==> src/rtl/adc_spi_rx.sv <==
// adc_spi_rx: serial front end for a 12-bit ADC7476-class converter.
// Generates cs_n/sclk, shifts in 16-bit frames, strobes each sample out.
module adc_spi_rx #(
  parameter int CLK_DIV = 4,
  parameter int CSU     = 2,
  parameter int QUIET   = 4
) (
  input  logic        ck,
  input  logic        rst,
  input  logic        start,
  input  logic        cont,
  input  logic        miso,
  output logic        cs_n,
  output logic        sclk,
  output logic        busy,
  output logic [11:0] data,
  output logic        ld,
  output logic        err
);

  localparam int M1 = (CLK_DIV > CSU) ? CLK_DIV : CSU;
  localparam int MX = (M1 > QUIET) ? M1 : QUIET;
  localparam int CW = $clog2(MX + 1);

  localparam logic [CW-1:0] DIV_L = CW'(CLK_DIV - 1);
  localparam logic [CW-1:0] CSU_L = CW'(CSU - 1);
  localparam logic [CW-1:0] QT_L  = CW'(QUIET - 1);

  typedef enum logic [2:0] {
    S_IDLE,
    S_LEAD,
    S_SHIFT,
    S_DONE,
    S_QUIET
  } state_t;

  state_t        state, nxt;
  logic [CW-1:0] cnt, cnt_n;
  logic [3:0]    bcnt, bcnt_n;
  logic          hi, hi_n;
  logic          smp;
  logic [15:0]   shift;

  // Next state plus next counter/phase values; counters restart on
  // every state change, so SHIFT always begins with bit 0, low half.
  always_comb begin
    nxt    = state;
    cnt_n  = '0;
    bcnt_n = '0;
    hi_n   = 1'b0;
    smp    = 1'b0;
    unique case (state)
      S_IDLE: begin
        if (start || cont) nxt = S_LEAD;
      end
      S_LEAD: begin
        if (cnt == CSU_L) nxt = S_SHIFT;
        else cnt_n = cnt + 1'b1;
      end
      S_SHIFT: begin
        if (cnt != DIV_L) begin
          cnt_n  = cnt + 1'b1;
          hi_n   = hi;
          bcnt_n = bcnt;
        end else if (!hi) begin
          smp    = 1'b1;
          hi_n   = 1'b1;
          bcnt_n = bcnt;
        end else if (bcnt == 4'd15) begin
          nxt = S_DONE;
        end else begin
          bcnt_n = bcnt + 4'd1;
        end
      end
      S_DONE: begin
        nxt = S_QUIET;
      end
      S_QUIET: begin
        if (cnt == QT_L) nxt = S_IDLE;
        else cnt_n = cnt + 1'b1;
      end
      default: nxt = S_IDLE;
    endcase
  end

  // State, counters and the frame shift register.
  always_ff @(posedge ck or posedge rst) begin
    if (rst) begin
      state <= S_IDLE;
      cnt   <= '0;
      bcnt  <= '0;
      hi    <= 1'b0;
      shift <= '0;
    end else begin
      state <= nxt;
      cnt   <= cnt_n;
      bcnt  <= bcnt_n;
      hi    <= hi_n;
      if (smp) shift <= {shift[14:0], miso};
    end
  end

  // Registered outputs decoded from the next state so pins are glitch-free.
  always_ff @(posedge ck or posedge rst) begin
    if (rst) begin
      cs_n <= 1'b1;
      sclk <= 1'b1;
      busy <= 1'b0;
      ld   <= 1'b0;
      err  <= 1'b0;
      data <= '0;
    end else begin
      cs_n <= !(nxt == S_LEAD || nxt == S_SHIFT);
      sclk <= !(nxt == S_SHIFT && !hi_n);
      busy <= (nxt != S_IDLE);
      ld   <= (nxt == S_DONE);
      err  <= (nxt == S_DONE) && (|shift[15:12]);
      if (nxt == S_DONE) data <= shift[11:0];
    end
  end

endmodule
==> config.mk <==
export PLATFORM = sky130hd
export DESIGN_NAME = adc_spi_rx
export DESIGN_NICKNAME = d
export VERILOG_FILES = /design/src/rtl/adc_spi_rx.sv
export SDC_FILE = /design/constraint.sdc
export NUM_CORES = 1
export LEC_CHECK = 0
export BUFFER_PORTS_ARGS = -buffer_cell sky130_fd_sc_hd__buf_2
export CORE_MARGIN = 4
export CORE_UTILIZATION = 35
export DETAILED_ROUTE_END_ITERATION = 7
export GPL_ROUTABILITY_DRIVEN = 1
export SETUP_SLACK_MARGIN = 0.4
export SLEW_MARGIN = 5
export SYNTH_ARGS = -nofsm -noshare
export SYNTH_HDL_FRONTEND = slang
export SYNTH_SLANG_ARGS = --single-unit
==> constraint.sdc <==
create_clock -name ck -period 2.2 [get_ports ck]
set_input_delay 0 -clock ck [delete_from_list [all_inputs] [get_ports ck]]
set_output_delay 0 -clock ck [all_outputs]
set_load 0.01 [all_outputs]
---- Word level (Yosys, flattened, before mapping) ----
Cells that the tools add are included.
storage, ports and cells
  bits in registers ....................... 44
  latch bits .............................. 0
  bits in writable memories ............... 0
  ROM bits ................................ 0
  input port bits ......................... 5
  output and inout bits ................... 17
  word-level logic and storage cells ...... 57
  memories ................................ 0
cells by class
  add/sub/neg operators ................... 2
  $mul .................................... 0
  div/mod/pow operators ................... 0
  $lt $le $gt $ge ......................... 0
  equal/unequal tests ..................... 13
  shifts and indexed selects .............. 0
  muxes and demuxes ....................... 20
  bitwise gates (word level) .............. 0
  reductions and logical operators ........ 11
operator list
  cell                                                             number
  3-bit two-way mux                                                9
  4-bit two-way mux                                                4
  3-bit by 2-bit == test with 1-bit output, second input constant  5
  3-bit case mux with 5 select lines                               1
  3-bit by 1-bit == test with 1-bit output, second input constant  3
  3-bit case mux with 3 select lines                               1
  1-bit two-way mux                                                5
  4-bit by 1-bit adder with 4-bit output, second input constant    1
  4-bit == test, second input constant                             1
  2-bit != test, second input constant                             2
  4-bit OR reduction                                               1
  3-bit by 1-bit adder with 3-bit output, second input constant    1
  3-bit == test, second input constant                             1
  1-bit zero test                                                  3
  3-bit zero test                                                  1
  3-bit by 2-bit != test with 1-bit output, second input constant  1
  3-bit nonzero test                                               1
  1-bit logical AND                                                2
  1-bit logical OR                                                 2
  2-bit AND reduction                                              1

---- Logic depth before layout (Yosys ltp) ----
  depth in word-level cells ............... 8
  mapped depth ............................ 7
  depth with buffers taken out ............ 6

---- Least setup slack after synthesis ----
No wires, ideal clock.
  kind .................................... register -> register
  start ................................... reg cnt[0]
  end ..................................... reg shift[0]
  library setup time ...................... 0.127 ns
  arrival ................................. 1.724 ns
  required time ........................... 2.073 ns
  slack ................................... 0.348 ns
  cell stages (with the launch flop) ...... 8
  buffers on the path ..................... 2
  period minus slack after synthesis ...... 1.852 ns
  cells stage by stage .................... dfrtp_1 -> ha_1 -> ha_1 -> ha_1 -> and2_1 -> buf_4 -> buf_6 -> mux2_1
between the ends
  longest elaborated chain between the ends .. 3
RTL lines
  what                                      RTL line  text
  from (decl)                               38        logic [CW-1:0] cnt, cnt_n;
  from (signal assigned)                    96        cnt <= cnt_n;
  3-bit by 2-bit != test with 1-bit output  61        if (cnt != DIV_L) begin
  1-bit two-way mux                         61
  1-bit two-way mux                         52        unique case (state)
  to (signal assigned)                      99        if (smp) shift <= {shift[14:0], miso};
  to (decl)                                 42        logic [15:0] shift;
Every way passes these cells.
A chain may end at the register's enable or synchronous reset.

---- Final worst setup path ----
  start ................................... reg cnt[0]
  end ..................................... reg cnt[1]
between the ends
  longest elaborated chain between the ends .. 3
  elaborated cells on any way between the ends .. 8
  those cells by class .................... 1 x add/sub; 3 x eq/ne; 4 x mux
RTL lines
  what                                                                  RTL line
  3-bit by 1-bit adder with 3-bit output, or another cell as far along  58, 62, 80
  3-bit two-way mux, on equally long branches                           79, 57, 61
  3-bit case mux with 3 select lines (*)                                52
  named net cnt_n[1]                                                    38
The timed path passes the listed nets; every way through them passes the cells marked *.

==> impl_results.md <==
- Run status: finished, final reports clean
- EDFF count, synth: 0
- Synthesized area: around 1900 um^2
- Post-Syn Nets: between 150 and 200
- Worst path top cell family by delay: simple AND/OR/NAND/NOR gates
- Initial Utilization: 36.5%
- Period utilization: 77.8%
- Seq cells post-synth: 44
- CP startpoint kind: register
- Clock Tree Root: clkbuf_8
- Global route total overflow: 0
- Placer Congestion: about 0.9
- FFs w/ async S/R, synth: 100%
- Die area: between 6000 and 7000 um^2
- Cells along the critical path: ha_4, ha_4, or4b_4, o31a_1, a21oi_1
- Share of layout cells above drive strength 1: 26.3%
- Tightest Hold Check Type: in -> reg
- Crit path DAT: roughly 1.9 ns
- Worst-path clk slew: 0.08 ns
- Pre-CTS setup slack: between 0.08 and 0.09 ns
- Drt pass-1 iters: 4
- Worst-Margin Slew: between 0.5 and 0.6 ns
- Top cell type's share of synthesized area: between 50% and 60%
- Detailed placement HPWL: 2390 um
- Leakage: 1.14 nW
- Clk_lat worst skew: ~0.29 ns
- Synth area leaders: dfrtp_1 56%, mux2_1 17%, ha_1 4.0%
- Max VDD drop: around 0.00032 V
- Mean Syn Cell Area: between 10 and 15 um^2
- Kind of critical path: reg -> reg
- Ant diodes: 0
- RSZ-0062 raised after global routing: no
- Die extent in y: 81.4 um
- Detailed Route WL: around 3600 um
- Max FO, Critical Path: 8
- Total Routing Usage GR: 11.8%
- Syn-to-layout area delta: 21.1%
- Total power: between 1.5 and 2 mW
- Total CTS buffers: 5
- Post-synth top cells: 42 x dfrtp_1, 28 x mux2_1, 7 x a21oi_1
- Max_cap viols: 0
- Stages on the worst setup path: 5
- DRC: 0
- Minimum clock period: ~1.7 ns
- CTS Buffer Depth: 2
- # IOs: 22
- Dominant cell type by area after synthesis: dfrtp_1
- Synth Warn #: 0
- Final setup vio count: 0
- Largest net degree at the start of global routing: 45
- Post-synthesis sequential area ratio: between 50% and 60%
- WHS Path Cells: 3
- Worst EP required: approximately 2.4 ns
- Critical-path top delay cell: or4b_4
- H-tree Lvls: 2
- Post-detailed-route via-to-cell ratio: slightly below 5
- Count leader, synth: dfrtp_1
- Crit-path most repeated cell: ha_4
- Antenna violations before repair: 0
- Fmax: 0.584 GHz
- P per Cell Area: 677 nW/um^2
- Total vias in the final route: 1208
- Buffers added on ports: 21
- R2R depth: 5
- Critical path's largest stage delay: around 0.55 ns
- Vias in the first global route: around 1200
- Die width: 81.4 um
- Setup WS post-layout: a little under 0.5 ns
- Drt initial violations: 46
- Max_slew headroom: between 60% and 70%
- ANT nets after route: 0
- Count of different cell masters after synthesis: 36
- Setup crit end kind: register
- # rows: 26
- TritonCTS clock tree: done
- Setup_tns: 0 ns
- First-pass GRT wire length: approximately 6000 um
- Final slew viol count: 0
- Syn Inst Count: around 140
- Wirelength per Cell: around 15 um
- Clock sinks: 44
- Final Hold Violating Endpoints: 0
- Clock skew: between 0.01 and 0.015 ns
- Core area: slightly above 5000 um^2
- Fin Hold WS: 0.0506 ns
- Dominant synthesized flop cell: dfrtp_1
- Final #Nets: roughly 190
- WP buf/inv: 0
## flip-flops by register name, indices dropped and copies added, names as in the netlist
name	cells
shift	16
data	12
bcnt	4
cnt	3
state	3
busy	1
cs_n	1
err	1
hi	1
ld	1
sclk	1
## path summary, 6_finish.rpt
kind,from,endpoint,slack [ns]
min reg2reg,data[0]$_DFFE_PP0N_,data[0]$_DFFE_PP0N_,0.48
max reg2reg,cnt[0]$_DFF_PP0_,cnt[1]$_DFF_PP0_,0.49
min,start,busy$_DFF_PP0_,0.05
min in group asynchronous,rst,shift[12]$_DFFE_PP0P_,0.38
max,cnt[0]$_DFF_PP0_,cnt[1]$_DFF_PP0_,0.49
max in group asynchronous,rst,cs_n$_DFF_PP1_,1.44
## repair_timing
item	CTS	global route
hold buffers	2	0
setup buffers	0	3
setup endpoints to repair	30	14
pin swaps	0	2
endpoints found under the hold margin	43	0
cloned	0	1
gates resized for setup	6	7
## metal layers
| layer | track usage [%] | wire length (um) | up-vias | part of all wire (%) |
|---|---|---|---|---|
| met1 | 14.6 | 1600 | 606 | 45 |
| met3 | 3.40 | 160 | 5 | 4.5 |
| met5 | 0 | 0 | - | 0 |
| met2 | 19.7 | 1780 | 28 | 50 |
| met4 | 4.05 | 35 | 0 | 0.98 |
| li1 | - | - | 569 | - |
## worst register-to-register path: stages (launching register included)
cell and delay [ns]:
dfrtp_1 0.43, ha_4 0.19, ha_4 0.19, or4b_4 0.55
o31a_1 0.14, a21oi_1 0.14
## logic make-up after synthesis
family	Yosys count	synth area share, %
DFF	44	58.4
and+or+nand+nor	36	11.7
muxes	28	16.7
AOI/OAI and AO/OA	16	4.77
buffers and inverters	12	3.45
adders and majority gates	6	3.98
xor gates and xnor gates	2	0.928
## layout by cell type, fill, tap and decap left out, types with 2 or more instances in the layout
cell type | netlist | routed
mux2_1 | 28 | 28
dfstp_2 | 2 | 2
dlygate4sd3_1 | 0 | 2
clkbuf_8 | 0 | 5
and3_1 | 2 | 2
nor4_1 | 2 | 2
inv_1 | 6 | 6
a21oi_1 | 7 | 7
bufinv_16 | 0 | 2
a31oi_1 | 2 | 2
nor2_1 | 4 | 4
o21ai_0 | 4 | 4
dfrtp_1 | 42 | 42
nand3_1 | 6 | 6
nor3_1 | 3 | 3
ha_1 | 6 | 3
buf_6 | 2 | 2
nand2_1 | 5 | 4
buf_4 | 1 | 5
buf_2 | 1 | 21
ha_4 | 0 | 2
## area by class of cell
| cell class | instances | area, um^2 |
|---|---|---|
| Sequential cell | 44 | 1100 |
| Clock buffer | 5 | 68.8 |
| Inverter | 6 | 22.5 |
| Tap cell | 70 | 87.6 |
| Timing Repair Buffer | 30 | 185 |
| Clock inverter | 2 | 60.1 |
| Multi-Input combinational cell | 88 | 758 |
| Fill cell | 465 | 2890 |
## per-stage QoR
step | util [%] | instances | instance area (um^2)
2_1_floorplan | - | 144 | 1890
6_report | 44.2 | 245 | 2290
3_5_place_dp | 39.9 | 232 | 2060
3_3_place_gp | 39.9 | 232 | 2060
4_1_cts | 43.2 | 241 | 2230
5_1_grt | 44.2 | 245 | 2290
## report_power, final
group	internal (mW)	switching, mW
Clock	0.447	0.256
Combinational	0.00933	0.0185
Sequential	0.814	0.00429
Power figures use the tool's default switching activity.
